**config.mk**
```make
export PLATFORM = sky130hd
export DESIGN_NAME = sample_gen_stream
export DESIGN_NICKNAME = d
export VERILOG_FILES = /design/src/rtl/sample_gen_pkg.sv /design/src/rtl/sample_fifo2.sv /design/src/rtl/sample_gen_stream.sv
export SDC_FILE = /design/constraint.sdc
export NUM_CORES = 1
export LEC_CHECK = 0
export CAP_MARGIN = 25
export CORE_AREA = 2 2 43 84
export DETAILED_ROUTE_END_ITERATION = 7
export DIE_AREA = 0 0 45 86
export DONT_BUFFER_PORTS = 1
export MAX_ROUTING_LAYER = met4
export PLACE_DENSITY_LB_ADDON = 0.15
export SKIP_LAST_GASP = 1
export SLEW_MARGIN = 20
export SYNTH_ARGS = -nofsm -noshare
export SYNTH_HDL_FRONTEND = slang
export SYNTH_SLANG_ARGS = --single-unit
export TNS_END_PERCENT = 100
```
**constraint.sdc**
```tcl
create_clock -name clk -period 1.8 [get_ports clk]
set_input_delay 0.18 -clock clk [delete_from_list [all_inputs] [get_ports clk]]
set_output_delay 0.18 -clock clk [all_outputs]
set_load 0.01 [all_outputs]
```
**src/rtl/sample_gen_pkg.sv**
```systemverilog
// rtl/sample_gen_pkg.sv - shared types for the sample generator stream block
package sample_gen_pkg;

    typedef enum logic [1:0] {
        OCC_EMPTY = 2'd0,
        OCC_ONE   = 2'd1,
        OCC_FULL  = 2'd2
    } occ_state_t;

    localparam int SAMPLE_DATA_W = 32;

    // Widest legal counter; narrower instances zero-extend into data.
    typedef struct packed {
        logic [SAMPLE_DATA_W-1:0] data;
        logic                     wrap;
    } sample_t;

endpackage

```
**src/rtl/sample_fifo2.sv**
```systemverilog
// rtl/sample_fifo2.sv - two-entry first-word-fall-through buffer
module sample_fifo2
    import sample_gen_pkg::*;
#(
    parameter int DATA_W = 8
) (
    input  logic              clk,
    input  logic              reset,
    input  logic              s_tvalid,
    output logic              s_tready,
    input  logic [DATA_W-1:0] s_tdata,
    output logic              m_tvalid,
    input  logic              m_tready,
    output logic [DATA_W-1:0] m_tdata
);

    occ_state_t        occ, occ_next;
    logic [DATA_W-1:0] slot0, slot1;
    logic              push, pop;

    assign s_tready = (occ != OCC_FULL);
    assign m_tvalid = (occ != OCC_EMPTY);
    assign m_tdata  = slot0;
    assign push     = s_tvalid && s_tready;
    assign pop      = m_tvalid && m_tready;

    always_comb begin
        occ_next = occ;
        case (occ)
            OCC_EMPTY: if (push) occ_next = OCC_ONE;
            OCC_ONE: begin
                if (push && !pop)      occ_next = OCC_FULL;
                else if (pop && !push) occ_next = OCC_EMPTY;
            end
            OCC_FULL:  if (pop) occ_next = OCC_ONE;
            default:   occ_next = OCC_EMPTY;
        endcase
    end

    // slot0 is the head and only moves on a pop, so it holds under backpressure.
    always_ff @(posedge clk) begin
        if (reset) begin
            occ   <= OCC_EMPTY;
            slot0 <= '0;
            slot1 <= '0;
        end else begin
            occ <= occ_next;
            case (occ)
                OCC_EMPTY: if (push) slot0 <= s_tdata;
                OCC_ONE: begin
                    if (push && pop) slot0 <= s_tdata;
                    else if (push)   slot1 <= s_tdata;
                end
                OCC_FULL:  if (pop) slot0 <= slot1;
                default: ;
            endcase
        end
    end

endmodule

```
**src/rtl/sample_gen_stream.sv**
```systemverilog
// rtl/sample_gen_stream.sv - command-driven up/down counter emitting buffered samples
module sample_gen_stream
    import sample_gen_pkg::*;
#(
    parameter int                WIDTH   = 8,
    parameter int unsigned       STEP    = 1,
    parameter longint unsigned   MAX_VAL = (64'd1 << WIDTH) - 64'd1,
    parameter int                SAT     = 0
) (
    input  logic             clk,
    input  logic             reset,
    input  logic             in_valid,
    output logic             in_ready,
    input  logic             enable,
    input  logic             clr,
    input  logic             load,
    input  logic [WIDTH-1:0] load_val,
    input  logic             dir,
    output logic             out_valid,
    input  logic             out_ready,
    output logic [WIDTH-1:0] out_data,
    output logic             out_wrap
);

    localparam longint unsigned MOD_L      = MAX_VAL + 64'd1;
    localparam longint unsigned STEP_MOD_L = STEP % MOD_L;
    localparam logic [WIDTH:0]  MAXV       = (WIDTH+1)'(MAX_VAL);
    localparam logic [WIDTH:0]  MODV       = (WIDTH+1)'(MOD_L);
    localparam logic [WIDTH:0]  STEPV      = (WIDTH+1)'(STEP);
    localparam logic [WIDTH:0]  STEP_MODV  = (WIDTH+1)'(STEP_MOD_L);
    localparam logic [WIDTH:0]  DN_ADDV    = (WIDTH+1)'(MOD_L - STEP_MOD_L);
    localparam int              PAYLOAD_W  = $bits(sample_t);

    logic [WIDTH-1:0]     cnt;
    logic [WIDTH:0]       cnt_w, up_raw, up_mod, dn_mod, load_w, next_cnt;
    logic                 next_wrap;
    logic                 accept, fifo_ready;
    sample_t              wr_s, rd_s;
    logic [PAYLOAD_W-1:0] fifo_rdata;
    logic                 unused_hi;

    assign in_ready = !reset && fifo_ready;
    assign accept   = in_valid && in_ready;

    assign cnt_w  = {1'b0, cnt};
    assign load_w = {1'b0, load_val};
    assign up_raw = cnt_w + STEPV;
    assign up_mod = cnt_w + STEP_MODV;
    assign dn_mod = cnt_w + DN_ADDV;

    // up_raw/STEPV decide whether a wrap happened; the *_MOD terms give the
    // residue so a STEP larger than the range still wraps correctly.
    always_comb begin
        next_cnt  = cnt_w;
        next_wrap = 1'b0;
        if (clr) begin
            next_cnt = '0;
        end else if (load) begin
            next_cnt = (load_w > MAXV) ? MAXV : load_w;
        end else if (enable) begin
            if (!dir) begin
                if (up_raw > MAXV) begin
                    next_wrap = 1'b1;
                    if (SAT != 0)          next_cnt = MAXV;
                    else if (up_mod > MAXV) next_cnt = up_mod - MODV;
                    else                    next_cnt = up_mod;
                end else begin
                    next_cnt = up_raw;
                end
            end else begin
                if (cnt_w < STEPV) begin
                    next_wrap = 1'b1;
                    if (SAT != 0)               next_cnt = '0;
                    else if (cnt_w >= STEP_MODV) next_cnt = cnt_w - STEP_MODV;
                    else                         next_cnt = dn_mod;
                end else begin
                    next_cnt = cnt_w - STEPV;
                end
            end
        end
    end

    always_ff @(posedge clk) begin
        if (reset)       cnt <= '0;
        else if (accept) cnt <= next_cnt[WIDTH-1:0];
    end

    always_comb begin
        wr_s      = '0;
        wr_s.data = SAMPLE_DATA_W'(next_cnt);
        wr_s.wrap = next_wrap;
    end

    sample_fifo2 #(
        .DATA_W (PAYLOAD_W)
    ) u_fifo (
        .clk      (clk),
        .reset    (reset),
        .s_tvalid (accept),
        .s_tready (fifo_ready),
        .s_tdata  (wr_s),
        .m_tvalid (out_valid),
        .m_tready (out_ready),
        .m_tdata  (fifo_rdata)
    );

    assign rd_s      = fifo_rdata;
    assign out_data  = rd_s.data[WIDTH-1:0];
    assign out_wrap  = rd_s.wrap;
    assign unused_hi = ^rd_s.data;

endmodule

```
-- After elaboration in Yosys (flattened, before gate mapping)
Index checks and enable logic that the tools add are counted.
- input bits: 16
- output and inout port bits: 11
- register bits: 28
- bitwise gates (word level): 1
- add/sub/neg operators: 4
- reduce and logical (&&, ||, !) cells: 16
- muxes and demuxes: 23
- equal/unequal tests: 7
- $lt $le $gt $ge: 4
- operator list (kind ; count):
    2-to-1 mux 8 bit ; 8
    2-to-1 mux 9 bit ; 3
    one-hot mux 9 bit (3 select lines) ; 1
    subtractor 8 x 1 -> 8 bit (second input constant) ; 2
    adder 8 x 1 -> 9 bit (second input constant) ; 1
    greater-than comparator 9 x 8 -> 1 bit (second input constant) ; 1
    adder 8 bit (second input constant) ; 1
    greater-or-equal comparator 8 x 1 -> 1 bit (second input constant) ; 1
    greater-than comparator 8 bit (second input constant) ; 1
    less-than comparator 8 x 1 -> 1 bit (second input constant) ; 1
    2-to-1 mux 2 bit ; 4
    logical AND 1 bit ; 7
    2-to-1 mux 1 bit ; 6
    inequality test 2 x 1 -> 1 bit (second input constant) ; 3
    one-hot mux 2 bit (3 select lines) ; 1
    AND reduction 3 bit ; 2
    AND reduction 4 bit ; 1
    zero test 1 bit ; 3
    inequality test 3 x 1 -> 1 bit (second input constant) ; 1
    nonzero test 3 bit ; 1
    equality test 2 x 1 -> 1 bit (second input constant) ; 1
    equality test 2 bit (second input constant) ; 1
    zero test 2 bit ; 1
    inequality test 2 bit (second input constant) ; 1
    2 further kinds ; 2

-- Logic depth before layout (Yosys ltp)
- depth after elaboration: 9
- mapped depth: 8

-- By module
Synthesis repeated with hierarchy kept, for this count alone.
- cell total of the unflattened synthesis: 453
- area total of the unflattened synthesis: 4071.4 um^2
- by module, submodules not included (module ; cells an instance ; times used ; area each (um^2)):
    sample_fifo2 ; 317 ; 1 ; 3084.2
    sample_gen_stream ; 136 ; 1 ; 987.2

-- Worst setup path after synthesis
OpenSTA, ideal clock, no wires.
- kind: reg-to-reg
- start point: register cnt[3]
- end point: register u_fifo.slot1[6]
- required time: 1.668 ns
- path buffers: 1
- setup time: 0.132 ns
- stages on the path, launching flop included: 7
- arrival time: 1.767 ns
- setup slack: -0.099 ns
- path through: dfxtp_1 > buf_6 > or3_2 > o32ai_1 > mux2_2 > a311oi_1 > o21ai_0
- word-level cells in the longest chain between the ends: 7
- elaborated cells between the ends (all ways): 14
- RTL lines (item ; RTL line ; RTL):
    from (decl) ; sample_gen_stream.sv:34 ; logic [WIDTH-1:0] cnt;
    from (signal assigned) ; sample_gen_stream.sv:85 ; else if (accept) cnt <= next_cnt[WIDTH-1:0];
    adder 8 x 1 -> 9 bit, or another cell as far along ; sample_gen_stream.sv:47, sample_gen_stream.sv:48 ;
    subtractor 8 x 1 -> 8 bit, or another cell as far along ; sample_gen_stream.sv:65 ; else if (up_mod > MAXV) next_cnt = up_mod - MODV;
    2-to-1 mux 8 bit (on tied branches) ; sample_gen_stream.sv:62, sample_gen_stream.sv:71 ;
    2-to-1 mux 8 bit * ; sample_gen_stream.sv:61 ; if (!dir) begin
    2-to-1 mux 8 bit * ; sample_gen_stream.sv:60 ; end else if (enable) begin
    2-to-1 mux 8 bit * ; sample_gen_stream.sv:58 ; end else if (load) begin
    2-to-1 mux 8 bit * ; sample_gen_stream.sv:56 ; if (clr) begin
    to (signal assigned) ; sample_fifo2.sv:52 ; else if (push) slot1 <= s_tdata;
    to (decl) ; sample_fifo2.sv:18 ; logic [DATA_W-1:0] slot0, slot1;
Mark *: on every way between the ends. The rest lies on a longest branch, timed or not.
A chain may end at the register's enable or synchronous reset.

-- Worst setup path in the final report
- start point: register cnt[2]
- end point: register u_fifo.slot0[0], in the netlist u_fifo.m_tdata[0]
- word-level cells in the longest chain between the ends: 9
- elaborated cells between the ends (all ways): 12
- RTL lines (item ; RTL line ; RTL):
    adder 8 x 1 -> 9 bit ; sample_gen_stream.sv:47 ; assign up_raw = cnt_w + STEPV;
    greater-than comparator 9 x 8 -> 1 bit ; sample_gen_stream.sv:62 ; if (up_raw > MAXV) begin
    2-to-1 mux 1 bit ; sample_gen_stream.sv:62 ;
    2-to-1 mux 1 bit * ; sample_gen_stream.sv:61 ;
    2-to-1 mux 1 bit * ; sample_gen_stream.sv:60 ;
    2-to-1 mux 1 bit * ; sample_gen_stream.sv:58 ;
    2-to-1 mux 1 bit * ; sample_gen_stream.sv:56 ;
    2-to-1 mux 9 bit (on tied branches) ; sample_fifo2.sv:51, sample_fifo2.sv:49 ;
    one-hot mux 9 bit (3 select lines) * ; sample_fifo2.sv:48 ; case (occ)
    to (signal assigned) ; sample_fifo2.sv:49 ; OCC_EMPTY: if (push) slot0 <= s_tdata;
    to (signal assigned) ; sample_fifo2.sv:51 ; if (push && pop) slot0 <= s_tdata;
    to (signal assigned) ; sample_fifo2.sv:54 ; OCC_FULL: if (pop) slot0 <= slot1;
    to (decl) ; sample_fifo2.sv:18 ;
Mark *: on every way between the ends. The rest lies on a longest branch, timed or not. The select of a mux whose other input is x is not followed.

==> flow_summary.json <==
{
  "status": "finished with violations",
  "violations": "negative hold slack, negative setup slack",
  "setup_viol": 1,
  "synth_top_area_frac": 0.327,
  "fmax_ghz": 0.554,
  "tightest_slew_ns": 0.802,
  "worstSetupEndpointType": "flip-flop",
  "cap_violations": 0,
  "syn_inst": 209,
  "r2r_slack_ns": -0.006,
  "synth_top_cell_by_area": "dfxtp_1",
  "slowest_delay_ns": 0.55,
  "num_rows": 29,
  "final_common_cell": "buf_4",
  "synth_area_per_cell_sq_um": 8.19,
  "routabilityCongestion": 0.952,
  "hold_depth": 1,
  "r2r-start": "cnt[2]$_SDFFE_PP0P_",
  "vias_per_cell": 6.37,
  "crit_end": "u_fifo.m_tdata[0]$_SDFFE_PP0P_",
  "rr_endpoint": "u_fifo.m_tdata[0]$_SDFFE_PP0P_",
  "drtIter0Drc": 36,
  "antenna_found_initial": 0,
  "post_synth_num_cell_types": 50,
  "ys_warn_count": 0,
  "synth_edf_count": 0,
  "grt_pass1_wl_um": 7380,
  "final_cells": 254,
  "final_util": 0.634,
  "core_sq_mm": 0.00319,
  "cts_max_path_buffers": 2,
  "crit_chain": "or4_4, or4_4, o31ai_4, nand3_1, a211oi_2",
  "finClkSkew_ns": 0.00335,
  "drc": 0,
  "drtAntennaViolNets": 0,
  "port_buffers": 0,
  "grt_pass1_vias": 1617,
  "crit_fanout": 3,
  "pre_cts_ws_ns": -0.110,
  "diodes": 0,
  "synthTopCellsByArea": "dfxtp_1 (33%), a21oi_1 (4.1%), nor2_1 (3.9%)",
  "cts_buffers": 3,
  "drv_slew": 0,
  "hp-start": "reset",
  "crit_required_ns": 2.01,
  "critPathSlowestCell": "or4_4",
  "pin_count": 27,
  "maxSlewHeadroom": 0.463,
  "async_reset_ff_frac": 0,
  "power.density_mw_per_mm2": 675,
  "layout_common_cells": "buf_4 (24), dfxtp_1 (23), nor2_1 (18), nand2_1 (14), a21oi_1 (14)",
  "ys_seq_area_frac": 0.327,
  "start_util": 0.536,
  "clk_pin_slew_ns": 0.09,
  "root_buffer": "clkbuf_8",
  "grt_max_degree": 31,
  "synth_nets": 228,
  "critical_path_class": "reg -> reg",
  "dp_cells": 247,
  "syn_area_sq_mm": 0.00171,
  "cts_htree_levels": 1,
  "arrival_ns": 2.01,
  "first_pass_iters": 4,
  "cts_tree": "yes",
  "vias": 1617,
  "peakVddDrop_mv": 0.609,
  "clk_latency_ns": 0.28,
  "cp-start-kind": "flip-flop",
  "p_leak_uw": 0.000750,
  "synth.ff_latch_count": 28,
  "post-route-cell-area_sq_mm": 0.00202,
  "critPathMostFrequentCell": "or4_4",
  "hp-class": "in -> reg",
  "area_delta_synth_final_pct": 18.3,
  "track_usage": 0.267,
  "grt.overflow.total": 0,
  "fp.dieH_um": 86,
  "cts_sinks": 28,
  "placed_area_sq_mm": 0.00183,
  "reg2reg_depth": 5,
  "drive_gt1_frac": 0.247,
  "wl_per_cell_um": 18.3,
  "hold_violations": 16,
  "nNetsFinal": 243,
  "wl_um": 4660,
  "hold_slack_ns": -0.0471,
  "layout_worst_path_cycle_share": 1.00,
  "dp_hpwl_um": 3460,
  "ys.flop_type": "dfxtp_1",
  "die_x_um": 45,
  "min_period_ns": 1.81,
  "ctsHoldBuffers": 1,
  "setup_slack_ns": -0.00569,
  "die_area_sq_mm": 0.00387,
  "crit_start": "cnt[2]$_SDFFE_PP0P_",
  "grt_setup_unrepaired": "yes"
}
-- cell families after synthesis --
group           synth area share
flops                      0.327
xor+xnor                  0.0307
buf+inv                   0.0775
mux                       0.0417
simple gates               0.272
compound gates             0.229
fa+ha+maj                 0.0219
-- layer usage --
layer,track usage,up-vias,wire length (um)
met5,-,-,0
met4,0.158,0,146
met3,0.0253,13,106
met2,0.466,37,2610
met1,0.270,776,1800
li1,-,791,-
-- how the worst min path moves through the flow --
stage                                                end
after floorplan               u_fifo.occ[1]$_SDFFE_PP0P_
after global placement        u_fifo.occ[1]$_SDFFE_PP0P_
after detailed placement      u_fifo.occ[1]$_SDFFE_PP0P_
after CTS                 u_fifo.m_tdata[3]$_SDFFE_PP0P_
after global routing      u_fifo.m_tdata[3]$_SDFFE_PP0P_
final                     u_fifo.m_tdata[3]$_SDFFE_PP0P_
-- metrics by stage --
stage	power [uW]	TNS, ns
global placement	934	-0.262
global route	1440	-0.340
floorplan	886	0
finish	1370	-0.00569
CTS	1360	-0.0616
detailed placement	942	-0.630
-- cells in the mapped netlist (2+ instances only) --
| cell | number |
|---|---|
| dfxtp_1 | 28 |
| nor2_1 | 18 |
| a21oi_1 | 14 |
| nand2_1 | 14 |
| o21ai_0 | 13 |
| nand2b_1 | 10 |
| o211ai_1 | 9 |
| inv_1 | 8 |
| buf_4 | 6 |
| mux2i_1 | 6 |
| clkbuf_1 | 5 |
| nand3_1 | 5 |
| nor2b_1 | 5 |
| or3_1 | 5 |
| a211oi_1 | 4 |
| and3_1 | 3 |
| buf_6 | 3 |
| ha_1 | 3 |
| nor3b_1 | 3 |
| nor4b_1 | 3 |
| o31ai_1 | 3 |
| o32ai_1 | 3 |
| xnor2_1 | 3 |
| xor2_1 | 3 |
| a311oi_1 | 2 |
| a31oi_1 | 2 |
| nor3_1 | 2 |
| nor4_1 | 2 |
| o21a_1 | 2 |
| o22ai_1 | 2 |
-- timing repair --
action	4_1_cts	5_1_grt
setup endpoints to repair	11	20
cloned	0	0
resized for setup	19	12
hold endpoints to repair	17	16
pin swaps	5	7
setup buffers	2	0
-- flip-flops by register name, indices dropped and copies added (netlist names) --
name / cells
u_fifo.m_tdata: 9
u_fifo.occ: 2
u_fifo.slot1: 9
cnt: 8
-- worst max-delay path: cells and delay by family, from the launching register on --
kind / cells / cell delay [ns]
AND/OR/NAND/NOR: 3 / 1.12
flip-flops: 1 / 0.34
AO/OA/AOI/OAI: 2 / 0.28
-- report_power, final --
| part | internal [uW] | switching [uW] | leakage (uW) |
|---|---|---|---|
| clock network | 196 | 194 | 0.0000288 |
| logic | 152 | 148 | 0.000491 |
| registers | 647 | 29.7 | 0.000231 |
| total | 995 | 371 | 0.000750 |
-- cell type report --
type	count	area, sq um
Clock buffer	4	55.1
Fill cell	294	1170
Inverter	8	30.0
Multi-Input combinational cell	158	1140
Sequential cell	28	572
Tap cell	31	38.8
Timing Repair Buffer	25	190
Note: power is estimated with default switching activity, not from simulation.
